[config.mk]
export PLATFORM = sky130hd
export DESIGN_NAME = inst_fetch
export DESIGN_NICKNAME = d
export VERILOG_FILES = /design/src/rtl/inst_fetch.sv
export SDC_FILE = /design/constraint.sdc
export NUM_CORES = 1
export LEC_CHECK = 0
export ABC_AREA = 1
export CORE_MARGIN = 2
export CORE_UTILIZATION = 55
export CTS_BUF_LIST = sky130_fd_sc_hd__clkbuf_4 sky130_fd_sc_hd__clkbuf_8 sky130_fd_sc_hd__clkbuf_16
export DETAILED_ROUTE_END_ITERATION = 8
export PLACE_DENSITY = 0.8
export SKIP_CTS_REPAIR_TIMING = 1
export SLEW_MARGIN = 40
export SYNTH_ARGS = -nofsm -noshare
export SYNTH_HDL_FRONTEND = slang
export SYNTH_SLANG_ARGS = --single-unit
[constraint.sdc]
create_clock -name clk -period 5.7 [get_ports clk]
set_input_delay 0.855 -clock clk [delete_from_list [all_inputs] [get_ports clk]]
set_output_delay 0.855 -clock clk [all_outputs]
set_load 0.01 [all_outputs]
[src/rtl/inst_fetch.sv]
// Instruction-fetch initiator: drives the ROM from a fetch PC, buffers fetched words with
// their PCs in a circular prefetch queue, and parks in a fault state on a bad fetch address.
module inst_fetch #(
   parameter logic [31:0] RESET_PC = 32'h0000_0000,
   parameter int unsigned DEPTH    = 4
) (
   input  logic        clk,
   input  logic        reset,
   output logic [31:0] rom_addr,
   input  logic [31:0] rom_data,
   input  logic        rom_accessable,
   input  logic        redirect,
   input  logic [31:0] redirect_pc,
   output logic        inst_valid,
   input  logic        inst_ready,
   output logic [31:0] inst,
   output logic [31:0] inst_pc,
   output logic        fault,
   output logic [31:0] fault_pc
);

   localparam int unsigned AW   = $clog2(DEPTH);
   localparam logic [AW:0] FULL = (AW + 1)'(DEPTH);

   localparam logic StFetch = 1'b0;
   localparam logic StFault = 1'b1;

   logic          state_q, state_d;
   logic [31:0]   fetch_pc_q, fetch_pc_d;
   logic [31:0]   fault_pc_q, fault_pc_d;
   logic [AW-1:0] rd_ptr_q, rd_ptr_d;
   logic [AW-1:0] wr_ptr_q, wr_ptr_d;
   logic [AW:0]   count_q, count_d;

   logic [31:0]   mem_pc   [DEPTH];
   logic [31:0]   mem_data [DEPTH];

   logic bad, pop, push;

   assign rom_addr   = fetch_pc_q;
   assign inst_valid = (count_q != '0);
   assign inst       = inst_valid ? mem_data[rd_ptr_q] : '0;
   assign inst_pc    = inst_valid ? mem_pc[rd_ptr_q] : '0;
   assign fault      = (state_q == StFault);
   assign fault_pc   = fault_pc_q;

   assign bad  = !rom_accessable || (fetch_pc_q[1:0] != 2'b00);
   assign pop  = inst_valid && inst_ready;
   // A pop in the same cycle frees a slot, so a full queue can still accept a word.
   assign push = (state_q == StFetch) && !bad && ((count_q < FULL) || pop) && !redirect;

   always_comb begin
      state_d    = state_q;
      fetch_pc_d = fetch_pc_q;
      fault_pc_d = fault_pc_q;
      rd_ptr_d   = rd_ptr_q;
      wr_ptr_d   = wr_ptr_q;
      count_d    = count_q;
      if (redirect) begin
         // Any same-cycle pop has been taken by the consumer; everything else is dropped.
         state_d    = StFetch;
         fetch_pc_d = redirect_pc;
         rd_ptr_d   = '0;
         wr_ptr_d   = '0;
         count_d    = '0;
      end else begin
         if (push) begin
            wr_ptr_d   = wr_ptr_q + AW'(1);
            fetch_pc_d = fetch_pc_q + 32'd4;
         end
         if (pop) begin
            rd_ptr_d = rd_ptr_q + AW'(1);
         end
         if (push && !pop) begin
            count_d = count_q + (AW + 1)'(1);
         end else if (!push && pop) begin
            count_d = count_q - (AW + 1)'(1);
         end
         if ((state_q == StFetch) && bad) begin
            state_d    = StFault;
            fault_pc_d = fetch_pc_q;
         end
      end
   end

   always_ff @(posedge clk or posedge reset) begin
      if (reset) begin
         state_q    <= StFetch;
         fetch_pc_q <= RESET_PC;
         fault_pc_q <= '0;
         rd_ptr_q   <= '0;
         wr_ptr_q   <= '0;
         count_q    <= '0;
      end else begin
         state_q    <= state_d;
         fetch_pc_q <= fetch_pc_d;
         fault_pc_q <= fault_pc_d;
         rd_ptr_q   <= rd_ptr_d;
         wr_ptr_q   <= wr_ptr_d;
         count_q    <= count_d;
      end
   end

   // Queue storage needs no reset: outputs are masked by count while empty.
   always_ff @(posedge clk) begin
      if (push) begin
         mem_pc[wr_ptr_q]   <= fetch_pc_q;
         mem_data[wr_ptr_q] <= rom_data;
      end
   end

endmodule

# Yosys cells after proc, flatten, opt, wreduce, memory -nomap -nowiden
# Memories as Yosys holds them, arrays and structs flattened.
# Cells that the tools add are included.
[word_totals]
register_bits = 72
latch_bits = 0
mem_bits_rw = 256
rom_bits = 0
input_bits = 69
n_memories = 2
[op_classes]
addsub = 5
multipliers = 0
div_mod_pow = 0
magnitude_cmp = 1
eq_ne = 0
n_shift = 0
n_mux = 15
bitwise_logic = 2
reduce_logical = 21
[mem_list]
columns = ["name", "words", "width", "rd", "rd_clocked_by_memory_dff", "write_ports", "line", "text"]
rows = [
  ["mem_data", 4, 32, 1, 0, 1, "36", "logic [31:0] mem_data [DEPTH];"],
  ["mem_pc", 4, 32, 1, 0, 1, "35", "logic [31:0] mem_pc [DEPTH];"],
]
[ops]
columns = ["operator", "n"]
rows = [
  ["two-way mux 32 bit", 4],
  ["adder 32 x 3 -> 32 bit (second input constant)", 1],
  ["two-way mux 3 bit", 3],
  ["two-way mux 2 bit", 4],
  ["nonzero test 2 bit", 4],
  ["logical AND 1 bit", 7],
  ["nonzero test 3 bit", 2],
  ["zero test 1 bit", 5],
  ["adder 2 x 1 -> 2 bit (second input constant)", 2],
  ["two-way mux 1 bit", 4],
  ["adder 3 x 1 -> 3 bit (second input constant)", 1],
  ["< comparator 3 bit (second input constant)", 1],
  ["subtractor 3 x 1 -> 3 bit (second input constant)", 1],
  ["logical OR 1 bit", 2],
  ["inverter 1 bit", 2],
  ["AND reduction 2 bit", 1],
]

# Logic depth before layout (Yosys ltp)
[logic_depth]
depth_word = 11
depth_mapped = 13
mapped_depth_nobuf = 13

# Worst setup path before layout
# OpenSTA, ideal clock, no wires.
[synth_path]
path_kind = "input to register"
from = "in inst_ready"
to = "mem mem_data[0][0] (enable)"
arrival_time_ns = 4.020
setup_slack_ns = 1.194
path_stages = 6
cell_sequence = "inv_1 -> nand2_1 -> inv_1 -> nor2_4 -> nand2_4 -> nor2_1"
[synth_between]
elab_chain_cells = 6
[synth_rtl]
columns = ["item", "line", "text"]
rows = [
  ["from (decl)", "15", "input logic inst_ready,"],
  ["logical AND 1 bit", "48", "assign pop = inst_valid && inst_ready;"],
  ["logical OR 1 bit", "50", "assign push = (state_q == StFetch) && !bad && ((count_q < FULL) || pop) && !redirect;"],
  ["logical AND 1 bit (2 in a row)", "50", ""],
  ["two-way mux 1 bit", "106", "if (push) begin"],
  ["two-way mux 1 bit (implied by the code)", "108", "mem_data[wr_ptr_q] <= rom_data;"],
  ["to (decl)", "36", ""],
]
# No other way between the ends.

# Worst setup path in the final report
[layout_path]
from = "reg rd_ptr_q[0]"
to = "out inst_pc[18]"
[layout_between]
elab_chain_cells = 2
[layout_rtl]
columns = ["item", "line", "text"]
rows = [
  ["from (decl)", "31", "logic [AW-1:0] rd_ptr_q, rd_ptr_d;"],
  ["from (signal assigned)", "98", "rd_ptr_q <= rd_ptr_d;"],
  ["memory (4 x 32 bit)", "--", ""],
  ["two-way mux 32 bit", "43", "assign inst_pc = inst_valid ? mem_pc[rd_ptr_q] : '0;"],
  ["to (decl)", "17", "output logic [31:0] inst_pc,"],
]
# No other way between the ends.

==> impl_metrics.env <==
export IMPL_nNetsFinal=1586
export IMPL_port_buffers=198
export IMPL_cts_max_level=2
export IMPL_period_needed_ps=3980
export IMPL_detailed_place_hpwl_mm=21.3
export IMPL_ir_drop_mv=0.212
export IMPL_fin_tns_setup_ps=0
export IMPL_synthTopCellsByArea="edfxtp_1 55%, dfrtp_1 13%, nor2_1 8.2%, o21ai_0 6.7%, nand2_1 5.5%"
export IMPL_grt_max_degree=110
export IMPL_antenna_found_initial=0
export IMPL_clock_sinks=328
export IMPL_cts_buffer_depth=3
export IMPL_path_delay_family="buffers and inverters"
export IMPL_clk_pin_slew_ps=60
export IMPL_synth_top_area_cell="edfxtp_1"
export IMPL_ant_nets=0
export IMPL_power_density_mw_per_mm2=392
export IMPL_required_ps=4850
export IMPL_grt_ovfl_total=0
export IMPL_syn_nets=1400
export IMPL_hold_class="flip-flop to flip-flop"
export IMPL_cp_max_fo=69
export IMPL_grt_use_total_pct=25.8
export IMPL_routed_via_density=5.52
export IMPL_avgSynthCellArea_um2=10.5
export IMPL_ys_types=35
export IMPL_yosysSeqAreaShare_pct=67.9
export IMPL_fp_coreArea_mm2=0.0250
export IMPL_use_met1_pct=34.3
export IMPL_die_x_um=163
export IMPL_drt_iter0_drc=911
export IMPL_timing_fmax_ghz=0.251
export IMPL_ios=199
export IMPL_synth_top_area_share_pct=55.0
export IMPL_clk_latency_ps=510
export IMPL_die_y_um=163
export IMPL_synthToLayoutAreaGrowth_pct=24.3
export IMPL_p_leak_nw=6.46
export IMPL_wl_mm=34.2
export IMPL_route_vias_total=10300
export IMPL_drc=0
export IMPL_hold_viol=0
export IMPL_grt_busiest_layer="met2"
export IMPL_fin_skew_ps=13.4
export IMPL_end_kind="output port"
export IMPL_rows=58
export IMPL_min_period_over_period_pct=69.9
export IMPL_grt_pass1_wl_mm=53.3
export IMPL_path_class="flip-flop to output port"
export IMPL_start_util_pct=55.8
export IMPL_drt_pass1_iterations=5
export IMPL_cts_buffers=34
export IMPL_routed_wire_length_per_instance_um=18.4
export IMPL_grt_pass1_vias=10300
export IMPL_yosys_warnings=0
export IMPL_max_cap_violations=0
export IMPL_crit_buf_inv=3
export IMPL_setup_violations=0
export IMPL_drv_slew=0
export IMPL_use_met2_pct=43.1
export IMPL_syn_area_mm2=0.0140
export IMPL_max_stage_delay_ps=610
export IMPL_arrival_ps=3130
export IMPL_start_kind="flip-flop"
export IMPL_cts_root_buffer="clkbuf_16"
export IMPL_worstMarginPinSlew_ps=837
export IMPL_diodes=0
export IMPL_status="finished clean"
export IMPL_rsz0062_at_grt="no"
export IMPL_reg2reg_slack_ps=2880
export IMPL_met3_usage_pct=4.57
export IMPL_place_gp_congestion=0.961
export IMPL_ys_ff_latch=328
export IMPL_drive_gt1_share_pct=7.64
export IMPL_fin_hold_ws_ps=492
export IMPL_path_cells="inv_4 > buf_4 > o21ai_0 > a21oi_1 > clkdlybuf4s50_1"
export IMPL_syn_inst=1325
export IMPL_cts_tree="done"
export IMPL_fillers=1788
export IMPL_die_area_mm2=0.0267
export IMPL_maxSlewHeadroom_pct=44.2
export IMPL_critical_path_slowest_cell="dfrtp_4"
[final cells by class]
type	count	area, µm²	area share [%]
multi-input combinational	856	3930	22.6
inverter	77	294	1.69
tap	330	413	2.38
clock buffer	43	955	5.50
clock inverter	14	125	0.720
timing repair buffer	214	2170	12.5
sequential	328	9490	54.7
[path summary, 6_finish.rpt]
check,startpoint,to,depth (start not counted)
max,rd_ptr_q[0]$_DFFE_PP0P_,inst_pc[18],5
min,fault_pc[1]$_DFFE_PP0P_,fault_pc[1]$_DFFE_PP0P_,2
max reg2reg,rom_addr[1]$_DFFE_PP0P_,mem_data[2][24]$_DFFE_PP_,6
min reg2reg,fault_pc[1]$_DFFE_PP0P_,fault_pc[1]$_DFFE_PP0P_,2
max in group asynchronous,reset,rd_ptr_q[0]$_DFFE_PP0P_,3
min in group asynchronous,reset,fault_pc[10]$_DFFE_PP0P_,2
[Yosys cell counts (all sizes together)]
library cell / n
and2: 1
dfrtp: 72
xnor2: 1
buf: 41
nand3: 27
ha: 5
nor3: 3
edfxtp: 256
o211ai: 5
o21ai: 196
a31oi: 2
inv: 77
clkbuf: 23
nand4: 2
nand2: 217
fa: 1
xor2: 5
a21oi: 71
nor2: 319
mux2: 1
[layout by cell type (no fill, tap or decap), types with 2 or more instances in the layout]
| master | n |
|---|---|
| nor2_2 | 5 |
| buf_8 | 2 |
| inv_6 | 2 |
| buf_12 | 2 |
| inv_1 | 70 |
| o21ai_2 | 3 |
| clkinv_1 | 4 |
| nand3_1 | 23 |
| nand2_4 | 2 |
| inv_4 | 2 |
| xor2_1 | 5 |
| buf_4 | 10 |
| a21oi_1 | 71 |
| clkbuf_16 | 35 |
| nor2_4 | 11 |
| o211ai_1 | 5 |
| o21ai_0 | 188 |
| nand2_2 | 10 |
| clkbuf_8 | 3 |
| nand2_1 | 205 |
| o21ai_1 | 5 |
| dfrtp_1 | 70 |
| inv_2 | 5 |
| edfxtp_1 | 256 |
| bufinv_16 | 2 |
| nor3_1 | 3 |
| clkinv_2 | 5 |
| clkdlybuf4s50_1 | 198 |
| nand3_2 | 3 |
| clkbuf_4 | 5 |
| ha_1 | 5 |
| nor2_1 | 302 |
[layer usage]
metal  wire length [µm]  part of all wire (%)
met1              14200                    41
met2              16400                    48
met3               2530                   7.4
met4               1090                   3.2
met5                  0                     0
[stage by stage]
step	util, %	setup slack [ps]	std cells	instance area, µm²	total power (W)
floorplan	-	1190	1325	14000	0.00374
global placement	64.8	2120	1802	16200	0.00465
detailed placement	64.9	2040	1803	16300	0.00469
CTS	69.3	1510	1860	17300	0.00684
global route	69.4	1570	1862	17400	0.00711
finish	69.4	1720	1862	17400	0.00680
[state kept, by name (all words and copies together), names as in the netlist]
name and cells:
count_q 3, fault 1, fault_pc 32, mem_data 128, mem_pc 128, rd_ptr_q 2, rom_addr 32, wr_ptr_q 2
[worst min-delay path, cell delays in order (launching register included)]
cell     delay, ps
dfrtp_1        350
nand2_1         50
o21ai_0         60
[power breakdown]
part | leakage (nW) | switching [W] | internal [W]
Sequential | 3.20 | 0.000140 | 0.00270
Clock | 0.539 | 0.000873 | 0.00127
Combinational | 2.72 | 0.000995 | 0.000816
[cells by family after synthesis]
group / after synthesis / share of synthesized area [%]
xor gates and xnor gates: 6 / 0.376
DFF: 328 / 67.9
muxes: 1 / 0.0806
and+or+nand+nor: 569 / 16.7
buffers and inverters: 141 / 4.27
adders and majority gates: 6 / 0.591
AOI/OAI and AO/OA: 274 / 10.0
Note: power is estimated with default switching activity, not from simulation.
